[src/rtl/ff_ram_arbiter.sv]
// ff_ram_arbiter: shares one byte-wide RAM (1-cycle read latency) between two
// 32-bit word requesters, cpu and dbg. A granted word access runs as four byte
// accesses, then a one-cycle ack goes back to the requester that was served.
//
// Ports
//   clk, reset            clock (rising edge), asynchronous active-high reset
//   i_cpu_adr/dat/sel/we  cpu word address, write data, byte enables, write flag
//   i_cpu_stb             cpu request, held until o_cpu_ack
//   o_cpu_rdt, o_cpu_ack  cpu read data (valid with ack on reads), completion pulse
//   i_dbg_*, o_dbg_*      identical set for the debug requester
//   o_ram_wen/waddr/wdata RAM byte write port
//   o_ram_raddr           RAM read byte address
//   i_ram_rdata           RAM read byte, valid the cycle after o_ram_raddr
module ff_ram_arbiter #(
  parameter int unsigned aw = 10,
  parameter bit          RR = 1'b1
) (
  input  logic          clk,
  input  logic          reset,
  input  logic [aw-3:0] i_cpu_adr,
  input  logic [31:0]   i_cpu_dat,
  input  logic [3:0]    i_cpu_sel,
  input  logic          i_cpu_we,
  input  logic          i_cpu_stb,
  output logic [31:0]   o_cpu_rdt,
  output logic          o_cpu_ack,
  input  logic [aw-3:0] i_dbg_adr,
  input  logic [31:0]   i_dbg_dat,
  input  logic [3:0]    i_dbg_sel,
  input  logic          i_dbg_we,
  input  logic          i_dbg_stb,
  output logic [31:0]   o_dbg_rdt,
  output logic          o_dbg_ack,
  output logic          o_ram_wen,
  output logic [aw-1:0] o_ram_waddr,
  output logic [7:0]    o_ram_wdata,
  output logic [aw-1:0] o_ram_raddr,
  input  logic [7:0]    i_ram_rdata
);

  typedef enum logic [1:0] {StIdle, StWrite, StRead, StAck} state_e;

  state_e        state_q, state_d;
  logic [2:0]    cnt_q, cnt_d;
  logic          gnt_q, gnt_d;    // owner of the current transaction, 1 = dbg
  logic          last_q, last_d;  // most recent grant, 1 = dbg
  logic [aw-3:0] adr_q, adr_d;
  logic [31:0]   dat_q, dat_d;
  logic [3:0]    sel_q, sel_d;
  logic          we_q, we_d;
  logic [23:0]   rbuf_q, rbuf_d;  // read bytes 0..2 until byte 3 arrives
  logic [31:0]   cpu_rdt_q, cpu_rdt_d;
  logic [31:0]   dbg_rdt_q, dbg_rdt_d;
  logic          pick_dbg;
  logic [1:0]    byte_idx;

  assign byte_idx = cnt_q[1:0];

  // dbg wins only when alone, or on a tie under round-robin when cpu went last.
  assign pick_dbg = i_dbg_stb & (~i_cpu_stb | (RR & ~last_q));

  always_comb begin
    state_d   = state_q;
    cnt_d     = cnt_q;
    gnt_d     = gnt_q;
    last_d    = last_q;
    adr_d     = adr_q;
    dat_d     = dat_q;
    sel_d     = sel_q;
    we_d      = we_q;
    rbuf_d    = rbuf_q;
    cpu_rdt_d = cpu_rdt_q;
    dbg_rdt_d = dbg_rdt_q;
    unique case (state_q)
      StIdle: begin
        if (i_cpu_stb || i_dbg_stb) begin
          gnt_d  = pick_dbg;
          last_d = pick_dbg;
          adr_d  = pick_dbg ? i_dbg_adr : i_cpu_adr;
          dat_d  = pick_dbg ? i_dbg_dat : i_cpu_dat;
          sel_d  = pick_dbg ? i_dbg_sel : i_cpu_sel;
          we_d   = pick_dbg ? i_dbg_we  : i_cpu_we;
          cnt_d  = 3'd0;
          state_d = (pick_dbg ? i_dbg_we : i_cpu_we) ? StWrite : StRead;
        end
      end
      StWrite: begin
        if (cnt_q == 3'd3) begin
          cnt_d   = 3'd0;
          state_d = StAck;
        end else begin
          cnt_d = cnt_q + 3'd1;
        end
      end
      StRead: begin
        // Data for address n arrives during count n+1.
        case (cnt_q)
          3'd1:    rbuf_d[7:0]   = i_ram_rdata;
          3'd2:    rbuf_d[15:8]  = i_ram_rdata;
          3'd3:    rbuf_d[23:16] = i_ram_rdata;
          default: ;
        endcase
        if (cnt_q == 3'd4) begin
          if (gnt_q) dbg_rdt_d = {i_ram_rdata, rbuf_q};
          else       cpu_rdt_d = {i_ram_rdata, rbuf_q};
          cnt_d   = 3'd0;
          state_d = StAck;
        end else begin
          cnt_d = cnt_q + 3'd1;
        end
      end
      StAck:   state_d = StIdle;
      default: state_d = StIdle;
    endcase
  end

  always_ff @(posedge clk or posedge reset) begin
    if (reset) begin
      state_q   <= StIdle;
      cnt_q     <= 3'd0;
      gnt_q     <= 1'b0;
      last_q    <= 1'b1;
      adr_q     <= '0;
      dat_q     <= '0;
      sel_q     <= '0;
      we_q      <= 1'b0;
      rbuf_q    <= '0;
      cpu_rdt_q <= '0;
      dbg_rdt_q <= '0;
    end else begin
      state_q   <= state_d;
      cnt_q     <= cnt_d;
      gnt_q     <= gnt_d;
      last_q    <= last_d;
      adr_q     <= adr_d;
      dat_q     <= dat_d;
      sel_q     <= sel_d;
      we_q      <= we_d;
      rbuf_q    <= rbuf_d;
      cpu_rdt_q <= cpu_rdt_d;
      dbg_rdt_q <= dbg_rdt_d;
    end
  end

  always_comb begin
    o_ram_wdata = 8'h00;
    unique case (byte_idx)
      2'd0: o_ram_wdata = dat_q[7:0];
      2'd1: o_ram_wdata = dat_q[15:8];
      2'd2: o_ram_wdata = dat_q[23:16];
      2'd3: o_ram_wdata = dat_q[31:24];
      default: ;
    endcase
  end

  assign o_ram_wen   = (state_q == StWrite) & sel_q[byte_idx];
  assign o_ram_waddr = {adr_q, byte_idx};
  assign o_ram_raddr = {adr_q, byte_idx};
  assign o_cpu_ack   = (state_q == StAck) & ~gnt_q;
  assign o_dbg_ack   = (state_q == StAck) & gnt_q;
  assign o_cpu_rdt   = cpu_rdt_q;
  assign o_dbg_rdt   = dbg_rdt_q;

endmodule

[config.mk]
export PLATFORM = sky130hd
export DESIGN_NAME = ff_ram_arbiter
export DESIGN_NICKNAME = d
export VERILOG_FILES = /design/src/rtl/ff_ram_arbiter.sv
export SDC_FILE = /design/constraint.sdc
export NUM_CORES = 1
export LEC_CHECK = 0
export ABC_AREA = 1
export ABC_CLOCK_PERIOD_IN_PS = 7670
export CAP_MARGIN = 30
export CELL_PAD_IN_SITES_DETAIL_PLACEMENT = 1
export CELL_PAD_IN_SITES_GLOBAL_PLACEMENT = 1
export CORE_UTILIZATION = 37
export DETAILED_ROUTE_END_ITERATION = 8
export HOLD_SLACK_MARGIN = 0.02
export PLACE_DENSITY = 0.82
export SETUP_SLACK_MARGIN = 0.3
export SLEW_MARGIN = 20
export SYNTH_ARGS = -nofsm -noshare
export SYNTH_HDL_FRONTEND = slang
export SYNTH_SLANG_ARGS = --single-unit
[constraint.sdc]
create_clock -name clk -period 7.67 [get_ports clk]
set_input_delay 1.534 -clock clk [delete_from_list [all_inputs] [get_ports clk]]
set_output_delay 1.534 -clock clk [all_outputs]
set_load 0.1 [all_outputs]
# Word level (Yosys, flattened, before mapping)
# Cells that the tools add are included.
totals:
  register_bits: 139
  output_inout_bits: 95
  in_bits: 102
  elab_cells: 63
classes:
  eq_ne: 13
  n_lt_le_gt_ge: 1
  n_mux: 16
  add_sub_neg: 1
  bitwise_logic: 8
  n_reduce_logical: 12
ops:
  columns: ["operator", "count"]
  rows:
  - ["two-way mux 32 bit", 1]
  - ["case mux 8 bit (4 select lines)", 1]
  - ["AND reduction 2 bit", 5]
  - ["two-way mux 3 bit", 3]
  - ["case mux 3 bit (3 select lines)", 1]
  - ["AND reduction 3 bit", 3]
  - ["equality test 2 bit (second input constant)", 4]
  - ["two-way mux 2 bit", 4]
  - ["two-way mux 8 bit", 1]
  - ["case mux 2 bit (4 select lines)", 1]
  - ["equality test 3 x 2 -> 1 bit (second input constant)", 2]
  - ["!= test 2 bit (second input constant)", 3]
  - ["bitwise AND 1 bit", 4]
  - ["equality test 2 x 1 -> 1 bit (second input constant)", 2]
  - ["logical NOT 2 bit", 2]
  - ["two-way mux 4 bit", 1]
  - ["adder 3 x 1 -> 3 bit (second input constant)", 1]
  - ["equality test 3 x 1 -> 1 bit (second input constant)", 1]
  - ["equality test 3 bit (second input constant)", 1]
  - ["less-than comparator 2 x 3 -> 1 bit (second input constant)", 1]
  - ["inverter 1 bit", 3]
  - ["nonzero test 3 bit", 1]
  - ["binary-select mux 1 bit (select 2 bit)", 1]
  - ["two-way mux 1 bit", 2]
  - ["2 further kinds", 2]

# Logic depth before layout (Yosys ltp)
logic_depth:
  depth_word: 7
  depth_mapped: 9
  depth_no_buf: 9

# Least setup slack after synthesis
# Ideal clock, no wire load.
synth_path:
  kind: "register -> output"
  start: "reg cnt_q[0]"
  end: "out o_ram_wen"
  stages_incl_launch_ff: 4
  required_ns: 6.136
  n_path_buf: 0
  setup_slack_ns: 3.253
  arrival_time_ns: 2.883
  cell_sequence: "dfrtp_1 inv_1 o21ai_0 a21boi_0"
synth_via:
  elab_chain_len: 3
synth_lines:
  columns: ["item", "line_no", "source"]
  rows:
  - ["start, declared", "44", "logic [2:0] cnt_q, cnt_d;"]
  - ["start signal, assigned", "132", "cnt_q <= cnt_d;"]
  - ["binary-select mux 1 bit (select 2 bit)", "156", "assign o_ram_wen = (state_q == StWrite) & sel_q[byte_idx];"]
  - ["two-way mux 1 bit (not written as such)", "156", null]
  - ["bitwise AND 1 bit", "156", null]
  - ["end, declared", "34", "output logic o_ram_wen,"]
# No other way between the ends. The select of a mux whose other input is x is not followed.

# Worst setup path in the final report
layout_path:
  start: "reg cnt_q[0]"
  end: "out o_ram_wdata[2]"
layout_via:
  elab_chain_len: 2
  elab_cells_between_ends: 5
  classes_between: "eq/ne: 3; mux: 1; reduce/logical: 1"
layout_lines:
  columns: ["item", "line_no", "source"]
  rows:
  - ["equality test 2 bit (tied with other cells)", "147", "unique case (byte_idx)"]
  - ["case mux 8 bit (4 select lines) (*)", "147", null]
  - ["end, declared", "36", "output logic [7:0] o_ram_wdata,"]
# Mark *: on every way between the ends. The rest lies on a longest branch, timed or not.

==> flow_metrics.env <==
export IMPL_fmax_mhz=211
export IMPL_detail_route_first_pass_iterations=4
export IMPL_ys_warnings_count=0
export IMPL_global_route_usage_met3_pct=5.10
export IMPL_total_power_density_per_cell_area_nw_per_um2=491
export IMPL_cap_viol_max_count=0
export IMPL_post_cts_hold_buffer_count=0
export IMPL_grt_busiest_layer="met2"
export IMPL_worst_clock_skew_on_the_final_layout_ns=0.0116
export IMPL_worst_path_max_fanout=9
export IMPL_required_ns=6.14
export IMPL_grtUsageMet2_pct=38.2
export IMPL_critical_path_max_stage_delay_ns=1.22
export IMPL_critical_path_reg2reg_startpoint="cnt_q[0]"
export IMPL_clk_transition_reported_paths_ns=0.06
export IMPL_routabilityCongestion=0.804
export IMPL_critical_path_top_delay_family="buffers and inverters"
export IMPL_seq_area_frac_synth_pct=54.7
export IMPL_ys_seq_elements=139
export IMPL_synth_top_family_by_area="simple AND/OR/NAND/NOR gates"
export IMPL_cts_buffers=17
export IMPL_final_number_of_hold_violating_endpoints=0
export IMPL_setup_repair_after_global_routing_missed_its_margin="no"
export IMPL_h_tree_level_count=4
export IMPL_power_leakage_uw=0.00416
export IMPL_hold_start="o_dbg_rdt[27]"
export IMPL_synth_net_count=814
export IMPL_post_place_ws_ns=3.36
export IMPL_path_cells="inv_1 -> ha_1 -> inv_1 -> nor2_1 -> a31oi_1 -> clkdlybuf4s50_1"
export IMPL_avgRoutedWirePerCell_um=16.9
export IMPL_postSynthCellCount=700
export IMPL_fin_nets=988
export IMPL_drt_vias_per_instance=4.83
export IMPL_grt_pass1_vias=5543
export IMPL_design_core_area_um2=16700
export IMPL_grt_ovfl_total=0
export IMPL_status="completed"
export IMPL_path_buf_inv=3
export IMPL_power_total_uw=4450
export IMPL_ctsResizeCount=0
export IMPL_io_pins=197
export IMPL_finalSetupViolations=0
export IMPL_post_cts_setup_buffers=0
export IMPL_grt_pass1_wl_mm=29.7
export IMPL_timing_worst_setup_path_type="reg2out"
export IMPL_worstSetupEndpointType="output port"
export IMPL_netlist_cell_type_count=23
export IMPL_finalWorstPathRequiredPeriod_ns=4.75
export IMPL_synth_area_um2=6360
export IMPL_antenna_found_initial=0
export IMPL_irDropWorstVdd_uv=524
export IMPL_initial_core_util_pct=38.1
export IMPL_most_used_cell_along_the_critical_path="sky130_fd_sc_hd__inv_1"
export IMPL_cts_tree="built"
export IMPL_drive_above_1_share_pct=10.9
export IMPL_clock_sinks=139
export IMPL_max_slew_margin_rel_pct=28.6
export IMPL_most_area_hungry_cell_type_in_the_yosys_netlist="sky130_fd_sc_hd__dfrtp_1"
export IMPL_regToRegEndpoint="o_dbg_rdt[22]"
export IMPL_timing_reg2reg_setup_slack_ns=5.48
export IMPL_die_width_um=133
export IMPL_globalRouteMet1Util_pct=26.1
export IMPL_synth_compound_area_share_pct=16.3
export IMPL_timing_setup_tns_ns=0
export IMPL_row_count=47
export IMPL_placement_io_buffers=196
export IMPL_synth_top_area_share_pct=54.3
export IMPL_hold_path_endpoint="o_dbg_rdt[27]"
export IMPL_cts_path_max_buffers=2
export IMPL_drc=0
export IMPL_cts_root_buf="sky130_fd_sc_hd__clkbuf_16"
export IMPL_crit_slowest_cell="sky130_fd_sc_hd__clkdlybuf4s50_1"
export IMPL_antenna_diodes=0
export IMPL_area_delta_synth_final_pct=42.5
export IMPL_dp_final_hpwl_mm=12.9
export IMPL_mux_share_of_post_synthesis_cell_area_pct=0
export IMPL_grtUsageTotal_pct=21.9
export IMPL_synth_adder_area_share_pct=2.36
export IMPL_worst_setup_path_start_kind="register"
export IMPL_clk_insertion_delay_late_ns=0.42
export IMPL_total_wire_length_mm=18.7
export IMPL_grt_start_max_net_pins=91
export IMPL_n_fill_cell=1921
export IMPL_post_synthesis_share_of_cell_area_spent_on_and_or_nand_and_nor_gates_pct=17.7
export IMPL_dieHeight_um=133
export IMPL_hp_class="reg2reg"
export IMPL_ff2ff_path_depth=7
export IMPL_critPathArrivalTime_ns=3.21
export IMPL_synthXorXnorAreaFrac_pct=0
export IMPL_yosys_top_cells_area="sky130_fd_sc_hd__dfrtp_1 (54%), sky130_fd_sc_hd__nand2_1 (13%), sky130_fd_sc_hd__o21ai_2 (6.7%)"
export IMPL_synthesis_area_per_instance_um2=9.08
export IMPL_antenna_violating_nets_post_route=0
export IMPL_drtIter0Drc=177
export IMPL_hold_path_depth=2
export IMPL_max_slew_violations=0
export IMPL_dieArea_um2=17700
export IMPL_crit_share_post_route_pct=61.9
export IMPL_max_slew_worst_pin_slew_ns=1.07
export IMPL_dr_total_vias=5352
export IMPL_post_route_worst_setup_slack_ns=2.92
## layer usage
metal  routed length, um  vias up
met2                9370      165
met5                   0        -
met3                1030       20
li1                    -     2603
met4                 370        0
met1                7940     2564
## power breakdown
| group | internal [uW] | switching (uW) |
|---|---|---|
| sequential | 1010 | 193 |
| clock | 599 | 328 |
| combinational | 584 | 1740 |
## synth_stat cells
| library cell | instances |
|---|---|
| sky130_fd_sc_hd__nand2_1 | 218 |
| sky130_fd_sc_hd__a21boi_0 | 1 |
| sky130_fd_sc_hd__buf_4 | 21 |
| sky130_fd_sc_hd__nor2_4 | 1 |
| sky130_fd_sc_hd__inv_2 | 1 |
| sky130_fd_sc_hd__o21ai_0 | 30 |
| sky130_fd_sc_hd__o21ai_2 | 49 |
| sky130_fd_sc_hd__nand2_2 | 1 |
| sky130_fd_sc_hd__buf_6 | 11 |
| sky130_fd_sc_hd__a21oi_1 | 8 |
| sky130_fd_sc_hd__o21a_1 | 1 |
| sky130_fd_sc_hd__or2_2 | 1 |
| sky130_fd_sc_hd__nand2_4 | 2 |
| sky130_fd_sc_hd__dfrtp_1 | 138 |
| sky130_fd_sc_hd__inv_1 | 53 |
| sky130_fd_sc_hd__clkbuf_1 | 1 |
| sky130_fd_sc_hd__nand3_1 | 8 |
| sky130_fd_sc_hd__a31oi_1 | 52 |
| sky130_fd_sc_hd__nor2_1 | 59 |
| sky130_fd_sc_hd__o21ai_1 | 15 |
| sky130_fd_sc_hd__ha_1 | 12 |
| sky130_fd_sc_hd__dfstp_2 | 1 |
| sky130_fd_sc_hd__buf_2 | 16 |
## final cells by class
type | instances | area [um^2] | area share, %
clock buffers | 20 | 457 | 5.04
multi-input cells | 458 | 2310 | 25.5
inverters | 54 | 208 | 2.29
clock inverters | 12 | 208 | 2.29
well taps | 220 | 275 | 3.04
repair buffers | 204 | 2120 | 23.4
flip-flops and latches | 139 | 3480 | 38.4
## per-stage QoR
step	std cells	instance area (um^2)	hold slack [ns]	util, %
2_1_floorplan	700	6360	0.453	-
3_3_place_gp	1070	8260	0.464	49.5
3_5_place_dp	1074	8370	0.469	50.1
4_1_cts	1106	9030	0.484	54.1
5_1_grt	1107	9060	0.504	54.3
6_report	1107	9060	0.482	54.3
## tightest hold or removal path, cell delays in order (launching register included)
cell and delay (ns):
sky130_fd_sc_hd__dfrtp_1 0.34, sky130_fd_sc_hd__nand2_1 0.06, sky130_fd_sc_hd__o21ai_2 0.05
## layout by cell type (no fill, tap or decap), drive strengths merged
cell type	n
o21a	1
dfstp	1
ha	12
dfrtp	138
nand3	8
nand2	221
a31oi	52
clkinvlp	2
nor2	60
buf	8
clkdlybuf4s50	196
a21oi	8
bufinv	5
o21ai	94
clkbuf	20
clkinv	1
inv	58
a21boi	1
or2	1
## kinds of logic (layout without fill, tap and decap cells)
group | Yosys count | count (layout)
buffers and inverters | 103 | 290
DFF | 139 | 139
AOI/OAI and AO/OA | 156 | 156
adders and majority gates | 12 | 12
and+or+nand+nor | 290 | 290
## registers in the layout, indices dropped and copies added, names as in the netlist
signal and cells:
adr_q 8, rbuf_q 24, o_cpu_rdt 32, sel_q 4
gnt_q 1, cnt_q 3, dat_q 32, o_dbg_rdt 32
last_q 1, state_q 2
## worst max-delay path by stage
| stage | depth (start not counted) | end | slack [ns] | start |
|---|---|---|---|---|
| finish | 6 | o_ram_wdata[2] | 2.92 | cnt_q[0] |
| global route | 6 | o_ram_wdata[2] | 2.71 | cnt_q[0] |
| CTS | 6 | o_ram_wdata[2] | 2.91 | cnt_q[0] |
| detailed placement | 6 | o_ram_wdata[2] | 3.36 | cnt_q[0] |
| global placement | 6 | o_ram_wdata[2] | 3.43 | cnt_q[0] |
| floorplan | 1 | adr_q[0] | 2.41 | reset |
Note: power is estimated with default switching activity, not from simulation.
